<file path="src/rtl/arbitro_memoria_pkg.sv">
// Shared definitions for the memory arbiter: word width, legal parameter
// bounds, derived counter widths and the access FSM state encoding.
package arbitro_memoria_pkg;

  localparam int unsigned WORD_W       = 32;

  localparam int unsigned MEM_LAT_MIN  = 1;
  localparam int unsigned MEM_LAT_MAX  = 7;
  localparam int unsigned FAIR_MAX_MIN = 1;
  localparam int unsigned FAIR_MAX_MAX = 15;

  // Counter widths sized to hold the largest legal parameter value.
  localparam int unsigned LAT_W  = $clog2(MEM_LAT_MAX + 1);
  localparam int unsigned FAIR_W = $clog2(FAIR_MAX_MAX + 1);

  typedef enum logic [1:0] {
    OCIOSO = 2'd0,
    BUSY_I = 2'd1,
    BUSY_D = 2'd2
  } estado_e;

endpackage

</file>
<file path="src/rtl/arbitro_memoria_prioridade.sv">
// arbitro_prioridade: grant decision plus fetch-starvation counter.
// Ports:
//   clock, reset_n  - clock, asynchronous active-low reset
//   decide_i        - an arbitration slot is open this cycle
//   if_req_i        - fetch request pending
//   dm_req_i        - data (load/store) request pending
//   gnt_if_o        - fetch granted this cycle
//   gnt_dm_o        - data access granted this cycle
// Data normally wins; once FAIR_MAX data grants have been made while a fetch
// waited, the fetch is forced through and the counter clears.
module arbitro_prioridade
  import arbitro_memoria_pkg::*;
#(
  parameter int unsigned FAIR_MAX = 4
) (
  input  logic clock,
  input  logic reset_n,
  input  logic decide_i,
  input  logic if_req_i,
  input  logic dm_req_i,
  output logic gnt_if_o,
  output logic gnt_dm_o
);

  localparam logic [FAIR_W-1:0] FAIR_LIM = FAIR_W'(FAIR_MAX);

  logic [FAIR_W-1:0] fair_q, fair_d;
  logic              fetch_forced;

  assign fetch_forced = if_req_i && (fair_q == FAIR_LIM);

  always_comb begin
    gnt_if_o = 1'b0;
    gnt_dm_o = 1'b0;
    fair_d   = fair_q;
    if (decide_i) begin
      if (if_req_i && (!dm_req_i || fetch_forced)) begin
        gnt_if_o = 1'b1;
        fair_d   = '0;
      end else if (dm_req_i) begin
        gnt_dm_o = 1'b1;
        // fetch_forced is false here, so fair_q < FAIR_LIM: no overflow.
        if (if_req_i) fair_d = fair_q + FAIR_W'(1);
      end
    end
  end

  always_ff @(posedge clock or negedge reset_n) begin
    if (!reset_n) fair_q <= '0;
    else          fair_q <= fair_d;
  end

endmodule

</file>
<file path="src/rtl/arbitro_memoria.sv">
// arbitro_memoria: shares one memory port between instruction fetch and
// data (load/store) accesses, one access outstanding at a time.
// Ports:
//   clock, reset_n                   - clock, asynchronous active-low reset
//   if_req/if_addr -> if_rdata/if_valid  - fetch requester
//   dm_read/dm_write/dm_addr/dm_wdata -> dm_rdata/dm_valid/dm_err - data requester
//   mem_addr/mem_wdata/mem_ler/mem_esc <- mem_rdata - shared memory
//   stall_if, stall_pipe             - pipeline hold requests
// Each access lasts MEM_LAT+1 cycles: the latency counter loads MEM_LAT at
// grant, read data is captured as it steps to 0, and the cycle with the
// counter at 0 is the completion cycle (valid pulse, next grant decided).
module arbitro_memoria
  import arbitro_memoria_pkg::*;
#(
  parameter int unsigned MEM_LAT  = 1,
  parameter int unsigned FAIR_MAX = 4
) (
  input  logic              clock,
  input  logic              reset_n,
  input  logic              if_req,
  input  logic [WORD_W-1:0] if_addr,
  output logic [WORD_W-1:0] if_rdata,
  output logic              if_valid,
  input  logic              dm_read,
  input  logic              dm_write,
  input  logic [WORD_W-1:0] dm_addr,
  input  logic [WORD_W-1:0] dm_wdata,
  output logic [WORD_W-1:0] dm_rdata,
  output logic              dm_valid,
  output logic              dm_err,
  output logic [WORD_W-1:0] mem_addr,
  output logic [WORD_W-1:0] mem_wdata,
  output logic              mem_ler,
  output logic              mem_esc,
  input  logic [WORD_W-1:0] mem_rdata,
  output logic              stall_if,
  output logic              stall_pipe
);

  localparam logic [LAT_W-1:0] LAT_INI = LAT_W'(MEM_LAT);

  estado_e           state_q, state_d;
  logic [LAT_W-1:0]  lat_q, lat_d;
  logic [WORD_W-1:0] addr_q, addr_d, wdata_q, wdata_d;
  logic [WORD_W-1:0] if_rdata_q, if_rdata_d, dm_rdata_q, dm_rdata_d;
  logic              wr_q, wr_d, first_q, first_d, err_q, err_d;
  logic              busy, done, capture, decide, dm_req, gnt_if, gnt_dm;

  assign busy    = (state_q != OCIOSO);
  assign done    = busy && (lat_q == '0);
  assign capture = busy && (lat_q == LAT_W'(1));
  assign decide  = !busy || done;
  assign dm_req  = dm_read | dm_write;

  arbitro_prioridade #(.FAIR_MAX(FAIR_MAX)) u_prio (
    .clock    (clock),
    .reset_n  (reset_n),
    .decide_i (decide),
    .if_req_i (if_req),
    .dm_req_i (dm_req),
    .gnt_if_o (gnt_if),
    .gnt_dm_o (gnt_dm)
  );

  always_comb begin
    state_d    = state_q;
    lat_d      = lat_q;
    addr_d     = addr_q;
    wdata_d    = wdata_q;
    wr_d       = wr_q;
    first_d    = 1'b0;
    err_d      = 1'b0;
    if_rdata_d = if_rdata_q;
    dm_rdata_d = dm_rdata_q;

    if (busy && lat_q != '0) lat_d = lat_q - LAT_W'(1);

    if (capture && state_q == BUSY_I)          if_rdata_d = mem_rdata;
    if (capture && state_q == BUSY_D && !wr_q) dm_rdata_d = mem_rdata;

    // A grant in the completion cycle overrides the return to OCIOSO.
    if (gnt_if) begin
      state_d = BUSY_I;
      lat_d   = LAT_INI;
      addr_d  = if_addr;
      wdata_d = '0;
      wr_d    = 1'b0;
      first_d = 1'b1;
    end else if (gnt_dm) begin
      state_d = BUSY_D;
      lat_d   = LAT_INI;
      addr_d  = dm_addr;
      wdata_d = dm_wdata;
      wr_d    = dm_write;
      first_d = 1'b1;
      err_d   = dm_read & dm_write;
    end else if (done) begin
      state_d = OCIOSO;
    end
  end

  always_ff @(posedge clock or negedge reset_n) begin
    if (!reset_n) begin
      state_q    <= OCIOSO;
      lat_q      <= '0;
      addr_q     <= '0;
      wdata_q    <= '0;
      wr_q       <= 1'b0;
      first_q    <= 1'b0;
      err_q      <= 1'b0;
      if_rdata_q <= '0;
      dm_rdata_q <= '0;
    end else begin
      state_q    <= state_d;
      lat_q      <= lat_d;
      addr_q     <= addr_d;
      wdata_q    <= wdata_d;
      wr_q       <= wr_d;
      first_q    <= first_d;
      err_q      <= err_d;
      if_rdata_q <= if_rdata_d;
      dm_rdata_q <= dm_rdata_d;
    end
  end

  assign if_rdata   = if_rdata_q;
  assign dm_rdata   = dm_rdata_q;
  assign if_valid   = (state_q == BUSY_I) && (lat_q == '0);
  assign dm_valid   = (state_q == BUSY_D) && (lat_q == '0);
  assign dm_err     = err_q;
  assign mem_addr   = addr_q;
  assign mem_wdata  = wdata_q;
  assign mem_ler    = (state_q == BUSY_I) || (state_q == BUSY_D && !wr_q);
  assign mem_esc    = (state_q == BUSY_D) && wr_q && first_q;
  assign stall_if   = if_req & ~if_valid;
  assign stall_pipe = dm_req & ~dm_valid;

endmodule

</file>
<file path="config.mk">
export PLATFORM = sky130hd
export DESIGN_NAME = arbitro_memoria
export DESIGN_NICKNAME = d
export VERILOG_FILES = /design/src/rtl/arbitro_memoria_pkg.sv /design/src/rtl/arbitro_memoria_prioridade.sv /design/src/rtl/arbitro_memoria.sv
export SDC_FILE = /design/constraint.sdc
export NUM_CORES = 1
export LEC_CHECK = 0
export ABC_AREA = 0
export CAP_MARGIN = 15
export CORE_MARGIN = 4
export CORE_UTILIZATION = 45
export CTS_CLUSTER_SIZE = 16
export DETAILED_ROUTE_END_ITERATION = 10
export GPL_ROUTABILITY_DRIVEN = 0
export MAX_ROUTING_LAYER = met4
export PLACE_DENSITY = 0.86
export SLEW_MARGIN = 30
export SYNTH_ARGS = -nofsm -noshare
export SYNTH_HDL_FRONTEND = slang
export SYNTH_SLANG_ARGS = --single-unit
</file>
<file path="constraint.sdc">
create_clock -name clock -period 3.8 [get_ports clock]
set_clock_uncertainty 0.15 [all_clocks]
set_input_delay 0.76 -clock clock [delete_from_list [all_inputs] [get_ports clock]]
set_output_delay 0.76 -clock clock [all_outputs]
set_load 0.02 [all_outputs]
</file>
==> impl_metrics.ini <==
[synthesis]
avgSynthCellArea_um2 = 11.2
yosysUniqueCellTypes = 31
synth_edf_count = 0
ys.flop_type = dfrtp_1
synth_fp_nets = 666
synth_async_sr_flop_share = 1.00
synth_sequential_area_ratio = 0.594
syn_area_um2 = 5900
ys_ff_latch = 140
yosysWarnings = 0
netlist_instances = 528

[finish]
areaGrowthSynthToFinish_pct = 57.5
final_cells = 972
finalInstanceArea_um2 = 9290
diodes = 0
fill_cells = 843
final_layout_size_suffix_gt1_frac = 0.135
layout.nets = 926

[sta]
setup-tns-final_ps = 0
finalSetupViolCount = 0
min_period_ps = 3420
fmax_ghz = 0.293
holdWs_ps = 244
rsz0062_at_grt = no
slew_headroom = 0.414
min_period_over_period = 0.899
hold_viol_final = 0
slew_viol_final = 0
worst_pin_slew_ps = 879

[routing]
totalWireLength_um = 17600
first_pass_iters = 5
final_antenna_net_count = 0
vias_per_cell = 5.13
drcViolationCount = 0
wl_per_cell_um = 18.1
vias = 4986
drtIter0Drc = 312

[critical_path]
cp_slowest_cell = clkdlybuf4s50_1
start_kind = input pin
cp_data_required_time_ps = 2890
cp_num_buf_inv = 2
path_class = in -> out
cpPeakStageDelay_ps = 570
path_cells = clkdlybuf4s50_1 -> nor2_1 -> nor2_1 -> clkdlybuf4s50_1
critical_path_peak_fanout = 7
cp.arrival_ps = 2510
crit_path_end_kind = output pin
critPathTopFamily = buffers and inverters

[clocking]
holdBufCountCts = 0
clk_pin_slew_ps = 50
cts_made_buffers = 17
htreeDepth = 4
clockRootBuffer = clkbuf_16
cts_tree = built
cts.path.max_buffers = 2
post_cts_buffers = 0
clock_sinks = 140
clock_latency_ps = 410
cts_resized = 0

[pwr]
p_int_mw = 5.37
vdd_drop_max_uv = 422
power_frac_clock = 0.184
seq_power_share = 0.309
p_sw_mw = 3.30
p_leak_nw = 4.08
switching_share = 0.381
powerDensity_nw_per_um2 = 934
comb_power_share = 0.507

[place]
portBuffers = 267
dpl-instance-area_um2 = 8730
post-place-cells = 941
dp_hpwl_um = 12700

[run]
cap_violations = 0

[floorplan]
coreArea_um2 = 12700
die-area_um2 = 15000
placementRows = 41
io_pins = 268
die_w_um = 123
die_h_um = 123
start_util = 0.464

[global_route]
grt_max_degree = 84
antenna_found_initial = 0
grt_pass1_vias = 5205
grt_pass1_wl_um = 27100
grt_use_total = 0.243
grt_overflow_total = 0

[outcome]
status = complete, no violations

[hold_path]
hp-class = in -> async
worst reg2reg max path, cell delays in order, from the launching register on:
cell,delay (ps)
dfrtp_1,380
inv_1,120
ha_1,180
nor2b_1,520
o21ai_0,370
nor2_2,180
buf_4,350
a21oi_1,110
power by group through the flow:
stage	logic, mW	clock network (mW)	registers (mW)
after CTS	4.45	1.63	2.68
after detailed placement	4.42	0	2.68
after global placement	4.30	0	2.63
after floorplan	1.58	0	3.45
after global routing	4.69	1.69	2.77
final	4.40	1.59	2.68
placed cells by master (no fill, tap or decap), drive strengths merged, types with 2 or more instances in the layout:
cell,count
clkdlybuf4s50,266
nand3,3
buf,7
nand2,138
ha,5
nand2b,3
a31oi,32
dfrtp,140
inv,7
clkinv,5
o21ai,11
clkinvlp,3
nor2,43
clkbuf,20
bufinv,2
mux2,64
a22o,3
nor3,2
a21oi,34
nor2b,2
nor3b,2
worst paths after layout:
kind                             startpoint                to  slack (ps)  depth (start not counted)
max                                dm_write        stall_pipe         380                          4
min                                 reset_n      dm_rdata[10]         240                          1
max reg2reg                        lat_q[0]     mem_wdata[27]        1320                          7
min reg2reg                u_prio.fair_q[3]  u_prio.fair_q[3]         330                          1
max in group asynchronous           reset_n     mem_wdata[12]        2450                          2
min in group clock         u_prio.fair_q[3]  u_prio.fair_q[3]         330                          1
layer usage:
metal  track usage  wire [um]  vias up
met3        0.0737       1600       29
li1              -          -     2299
met4        0.0903        323        0
met5             -          0        -
met2         0.393       8690      256
met1         0.288       6980     2402
state kept, by name, summed over array words and instances, names as in the netlist:
register / count
state_q: 2
lat_q: 3
wr_q: 1
dm_err: 1
first_q: 1
mem_addr: 32
u_prio.fair_q: 4
if_rdata: 32
dm_rdata: 32
mem_wdata: 32
logic make-up (layout without fill, tap and decap cells):
group                    count (synthesis)  after routing  share of synthesized area
AND/OR/NAND/NOR                        197            197                      0.135
AO/OA/AOI/OAI                           84             84                     0.0819
buffers and inverters                   38            310                     0.0371
multiplexers                            64             64                      0.141
flip-flops                             140            140                      0.594
adder cells (fa/ha/maj)                  5              5                     0.0106
synth_stat cells, types with 2 or more instances:
| master | n | area share |
|---|---|---|
| ha_1 | 5 | 0.011 |
| a31oi_1 | 32 | 0.034 |
| nor2b_1 | 2 | 0.0021 |
| buf_2 | 16 | 0.014 |
| inv_1 | 6 | 0.0038 |
| clkbuf_1 | 11 | 0.0070 |
| nand3_1 | 3 | 0.0025 |
| dfrtp_1 | 140 | 0.59 |
| buf_12 | 3 | 0.010 |
| o21ai_0 | 11 | 0.0093 |
| mux2_4 | 30 | 0.076 |
| nor3_1 | 2 | 0.0017 |
| nand2b_1 | 2 | 0.0021 |
| nand2_1 | 138 | 0.088 |
| a22o_1 | 3 | 0.0045 |
| mux2_2 | 34 | 0.065 |
| nor2_1 | 43 | 0.027 |
| a21oi_1 | 34 | 0.029 |
per-stage QoR:
| step | power [mW] | setup slack [ps] | utilization |
|---|---|---|---|
| final | 8.68 | 383 | 0.731 |
| after global routing | 9.15 | 298 | 0.731 |
| after CTS | 8.76 | 377 | 0.730 |
| after detailed placement | 7.10 | 388 | 0.686 |
| after global placement | 6.92 | 416 | 0.686 |
| after floorplan | 5.03 | 1590 | - |
final cells by class:
class	count	area, um^2	share of cell area
multi-input cells	350	2230	0.240
repair buffers	273	2760	0.297
clock inverters	11	120	0.0129
well taps	172	215	0.0232
flip-flops and latches	140	3500	0.377
inverters	6	22.5	0.00242
clock buffers	20	447	0.0481
Power figures use the tool's default switching activity.
==> RTL change 1 (same settings) <==
Put one more register stage on the output `dm_err`, cleared by the reset. The value now appears one clock later. The other outputs are not delayed to match.
--- a/src/rtl/arbitro_memoria.sv
+++ b/src/rtl/arbitro_memoria.sv
@@ -127,7 +127,13 @@
   assign dm_rdata   = dm_rdata_q;
   assign if_valid   = (state_q == BUSY_I) && (lat_q == '0);
   assign dm_valid   = (state_q == BUSY_D) && (lat_q == '0);
-  assign dm_err     = err_q;
+  always_ff @(posedge clock or negedge reset_n) begin
+    if (!reset_n) begin
+      dm_err <= '0;
+    end else begin
+      dm_err <= err_q;
+    end
+  end
   assign mem_addr   = addr_q;
   assign mem_wdata  = wdata_q;
   assign mem_ler    = (state_q == BUSY_I) || (state_q == BUSY_D && !wr_q);
Behaviour: not the same (Yosys sat finds a counterexample within 4 cycles, from zero or initial values and one cycle with reset_n low).
==> RTL change 1 against the original RTL <==
  * Synthesized area rose by 0.42%
  * Final area barely moved
  * First-iteration DRC count rose by 17%
  * Via count is 0.58% higher
  * Sequential share of layout area increased by 0.26 points
  * Worst setup slack worse by 0.029 ns
  * Sequential cell count increased by 1
  * Total power is 0.23% lower
  * Wire length rose by 0.19%
  * Core utilization fell by 0.27 points
  * Critical path type unchanged
  * Highest routed layer unchanged
==> RTL change 1: results (changes against the original RTL) <==
Placed design
  – Placed insts: 942 (was 941)
  – Final HPWL DP: 12350 um (was 12700 um)
  – Setup WS pre-CTS: 0.3728 ns (was 0.3879 ns)

Setup path
  – Flop-to-flop setup slack: 1.30 ns (was 1.32 ns)
  – CP delay by family, top: buffers and inverters (unchanged)
  – Slowest stage cell, crit path: nor2_1 (was clkdlybuf4s50_1)
  – Arr. time, crit path: 2.54 ns (was 2.51 ns)

Clocking
  – Post-CTS Repair Setup Buffers: 0 (unchanged)
  – Buffers from clock root to sink, at most: 2 (unchanged)
  – CTS buffer count: 17 (unchanged)
  – Root Buffer Master: clkbuf_16 (unchanged)
  – CTS H-tree depth: 4 (unchanged)
  – Clock transition at path regs: roughly 0.060 ns
  – Post-CTS resize count: 0 (unchanged)
  – Clock latency on the worst-skew pair: 0.41 ns (about the same)

Global route
  – GRT Util Overall: 24.13% (was 24.27%)
  – Initial antenna violation count: 0 (unchanged)
  – Largest net degree at the start of global routing: 94 (was 84)
  – First-pass GRT wire length: 26900 um (was 27120 um)
  – Vias in the first global route: 5249 (was 5205)

Synth
  – Sequential-to-total area share from yosys stat: 59.56% (was 59.38%)
  – Yosys cell types: 31 (unchanged)
  – Commonest cells post-synth: dfrtp_1, nand2_1, nor2_1 (unchanged)
  – Ranking of synthesized cells by area: dfrtp_1, nand2_1, mux2_4 (unchanged)
  – Mean post-synth cell area: 11.20 um2 (was 11.17 um2)
  – Async set-reset flop share out of synthesis: 100.0% (unchanged)
  – Syn_nets: 667 (was 666)
  – Synthesis warning total: 0 (unchanged)

Detailed routing
  – Vias per Instance: 5.149 (was 5.130)
  – Average wire per standard cell: 18.10 um (about the same)
  – Detailed Route Iter0 Violations: 364 (was 312)

Power and ir drop
  – Leak: 4.086 nW (was 4.083 nW)
  – Max VDD drop: 512.6 uV (was 422.4 uV)

STA
  – Fmax achieved: 0.2901 GHz (was 0.2926 GHz)
  – Worst rel slew slack: 43.47% (was 41.43%)
  – Hold WS: 0.1926 ns (was 0.2438 ns)

Status
  – Status: finished clean (unchanged)

Finish
  – Final cell count without fillers: 974 (was 972)
  – Nets: 927 (was 926)
  – # fillers: 825 (was 843)
  – # diodes: 0 (unchanged)
  – Share of cells above drive strength 1: 13.59% (was 13.50%)

Worst hold path
  – Class of the worst hold path: reg -> reg (was in -> async)
RTL change 1: layout make-up:
type | count | area [um2] | area share [%]
flip-flops and latches | 141 | 3528 | 37.95
inverters | 6 | 22.52 | 0.2423
multi-input cells | 350 | 2228 | 23.97
well taps | 172 | 215.2 | 2.315
clock buffers | 21 | 460.4 | 4.953
clock inverters | 11 | 110.1 | 1.184
repair buffers | 273 | 2731 | 29.38
RTL change 1: final timing paths:
check / from / to / cells after the start
setup / recovery: dm_write / stall_pipe / 4
hold / removal: err_q / dm_err / 0
setup reg to reg: lat_q[0] / mem_wdata[29] / 7
hold reg to reg: err_q / dm_err / 0
max in group asynchronous: reset_n / if_rdata[10] / 2
min in group asynchronous: reset_n / if_rdata[7] / 1
RTL change 1: worst register-to-register path, stage by stage, from the launching register on:
cell and delay (ns):
dfrtp_1 0.38, inv_1 0.12, ha_1 0.19, nor2b_1 0.51, o21ai_0 0.38, nor2_2 0.20
buf_4 0.34, a21oi_1 0.11
RTL change 1: cells by family (layout without fill, tap and decap cells):
group	after synthesis	after routing	synth area share, %
buffers and inverters	38	311	3.696
flip-flops	141	141	59.56
multiplexers	64	64	14.07
adder cells (fa/ha/maj)	5	5	1.056
AND/OR/NAND/NOR	197	197	13.47
AO/OA/AOI/OAI	84	84	8.152
RTL change 1: per-layer routing:
layer / up-vias / share of wire [%] / track usage [%]
li1: 2298 / - / -
met1: 2443 / 37 / 26.09
met2: 244 / 52 / 41.00
met3: 30 / 9.0 / 8.387
met4: 0 / 1.9 / 8.957
met5: - / 0 / -
RTL change 1: power breakdown:
part / switching [mW] / internal, mW
Sequential: 0.445 / 2.25
Combinational: 2.23 / 2.13
Clock: 0.658 / 0.943
==> RTL change 2 (same flow settings) <==
Without the edit above. Change the package constant `MEM_LAT_MAX` from 7 to 8.
--- a/src/rtl/arbitro_memoria_pkg.sv
+++ b/src/rtl/arbitro_memoria_pkg.sv
@@ -5,7 +5,7 @@
   localparam int unsigned WORD_W       = 32;
 
   localparam int unsigned MEM_LAT_MIN  = 1;
-  localparam int unsigned MEM_LAT_MAX  = 7;
+  localparam int unsigned MEM_LAT_MAX  = 8;
   localparam int unsigned FAIR_MAX_MIN = 1;
   localparam int unsigned FAIR_MAX_MAX = 15;
 
Check against the original RTL: no difference found for any inputs over 10 cycles, from zero or initial values and one cycle with reset_n low; that may be too few to reach the edited logic, so the function may still have changed.
==> RTL change 2 against the original RTL <==
  * First-iteration DRC count fell by 9.6%
  * Non-clock buffer count rose by 2
  * Critical endpoint is now if_valid
  * Count of clock-buffer cells in the layout did not move
  * Critical path type is now reg -> out
  * Highest routed layer unchanged
  * Final area rose by 0.26%
  * Total power fell by 0.65%
  * Synthesized area fell by 0.81%
  * Worst setup slack improved by 0.097 ns
  * Core utilization rose by 0.48 points
  * Via count fell by 3.8%
  * Final cell count fell by 5.2%
  * Worst hold slack got worse by 0.033 ns
  * Sequential cell count rose by 1
  * Wire length fell by 4.8%
==> RTL change 2: results (changes against the original RTL) <==
Setup path
  – Worst-path maximum fanout: 5 (was 7)
  – Arr. time, crit path: 2.41 ns (was 2.51 ns)
  – CP delay by family, top: buffers and inverters (unchanged)
  – Crit-path max cell delay: 0.67 ns (was 0.57 ns)
  – Slowest stage cell, crit path: clkdlybuf4s50_1 (unchanged)

Synth
  – Async set-reset flop share out of synthesis: 100.0% (unchanged)
  – Ranking of synthesized cells by area: dfrtp_1, mux2_2, o221a_1 (was dfrtp_1, nand2_1, mux2_4)
  – Synthesis warning total: 0 (unchanged)
  – Syn_nets: 607 (was 666)
  – Top_reg_cell synth: dfrtp_1 (unchanged)
  – Yosys cell types: 39 (was 31)
  – Sequential-to-total area share from yosys stat: 60.30% (was 59.38%)
  – Commonest cells post-synth: dfrtp_1, nand2_1, mux2_2 (was dfrtp_1, nand2_1, nor2_1)

Global route
  – Largest net degree at the start of global routing: 80 (was 84)
  – Vias in the first global route: 5147 (was 5205)
  – GRT Util Overall: 23.33% (was 24.27%)
  – First-pass GRT wire length: 26080 um (was 27120 um)
  – Initial antenna violation count: 0 (unchanged)

STA
  – Worst-margin pin slew: 0.7339 ns (was 0.8786 ns)

Placed design
  – Port Buf Inserts: 267 (unchanged)
  – Setup WS pre-CTS: 0.5388 ns (was 0.3879 ns)
  – Final HPWL DP: 12170 um (was 12700 um)

Worst hold path
  – Class of the worst hold path: in -> async (unchanged)

Detailed routing
  – Detailed Route Iter0 Violations: 282 (was 312)
  – Average wire per standard cell: 18.20 um (was 18.10 um)
  – Via count: 4796 (was 4986)
  – DR pass1 iterations: 4 (was 5)

Clocking
  – Buffers from clock root to sink, at most: 2 (unchanged)
  – Clock latency on the worst-skew pair: 0.41 ns (about the same)
  – CTS H-tree depth: 4 (unchanged)
  – Post-CTS Repair Setup Buffers: 0 (unchanged)
  – Hold-fix buffers, CTS: 0 (unchanged)
  – Clock transition at path regs: 0.06 ns
  – Post-CTS resize count: 0 (unchanged)
  – Root Buffer Master: clkbuf_16 (unchanged)
  – CTS buffer count: 17 (unchanged)

Floorplanning
  – Placement row count: 41 (unchanged)

Status
  – Status: finished clean (unchanged)

Finish
  – Share of cells above drive strength 1: 14.82% (was 13.50%)
  – # fillers: 826 (was 843)
  – Nets: 875 (was 926)
  – # diodes: 0 (unchanged)

Power and ir drop
  – Sw Share: 35.71% (was 38.07%)
  – Leak: 3.853 nW (was 4.083 nW)
  – Max VDD drop: 486.7 uV (was 422.4 uV)
-- RTL change 2: cell count changes after synthesis, sizes merged, moves of 4 or more --
cell / before / now
nand2b: 3 / 29
o221a: 0 / 32
a31oi: 32 / 0
or2b: 0 / 5
nand3: 3 / 7
nand2: 138 / 72
clkbuf: 11 / 3
nor2: 43 / 11
-- RTL change 2: per-stage QoR --
| step | hold WS (ns) | instances | power (mW) | utilization, % | area [um2] |
|---|---|---|---|---|---|
| global route | 0.2851 | 921 | 9.082 | 73.54 | 9318 |
| finish | 0.2113 | 921 | 8.621 | 73.54 | 9318 |
| floorplan | 0.2878 | 469 | 4.877 | - | 5852 |
| detailed placement | 0.3206 | 890 | 6.859 | 68.43 | 8671 |
| global placement | 0.3063 | 890 | 6.680 | 68.43 | 8671 |
| CTS | 0.2507 | 921 | 8.709 | 73.54 | 9318 |
-- RTL change 2: area by class of cell --
class                           instances  area [um2]  area share (%)
Clock buffer                           20       456.7           4.901
Clock inverter                         11       190.2           2.041
Inverter                                7       26.28          0.2820
Multi-Input combinational cell        295        2155           23.12
Sequential cell                       141        3528           37.87
Tap cell                              172       215.2           2.310
Timing Repair Buffer                  275        2746           29.47
-- RTL change 2: worst paths after layout --
kind / from / end / slack (ns) / depth (start not counted)
hold reg to reg: u_prio.fair_q[3] / u_prio.fair_q[3] / 0.34 / 1
max in group asynchronous: reset_n / if_rdata[25] / 2.44 / 2
hold / removal: reset_n / dm_rdata[20] / 0.21 / 1
setup reg to reg: lat_q[0] / mem_addr[24] / 1.40 / 7
min in group clock: u_prio.fair_q[3] / u_prio.fair_q[3] / 0.34 / 1
setup / recovery: lat_q[0] / if_valid / 0.48 / 5
-- RTL change 2: cells by family after synthesis --
logic type               share of synthesized area [%]
multiplexers                                     12.32
AO/OA/AOI/OAI                                    11.59
adder cells (fa/ha/maj)                          1.069
buffers and inverters                            3.036
XOR/XNOR                                        0.1497
AND/OR/NAND/NOR                                  11.55
flip-flops                                       60.29
-- RTL change 2: layer usage --
| layer | share of wire (%) | global-route usage (%) | wire length, um |
|---|---|---|---|
| met3 | 8.2 | 6.453 | 1367 |
| met4 | 2.3 | 9.804 | 389 |
| met2 | 51 | 38.09 | 8545 |
| met1 | 39 | 27.29 | 6458 |
| met5 | 0 | - | 0 |
-- RTL change 2: power groups by stage --
stage / logic (mW) / clock network [mW] / registers (mW)
global route: 4.41 / 1.89 / 2.78
detailed placement: 4.17 / 0 / 2.68
finish: 4.15 / 1.79 / 2.68
CTS: 4.20 / 1.83 / 2.68
floorplan: 1.42 / 0 / 3.46
global placement: 4.05 / 0 / 2.63
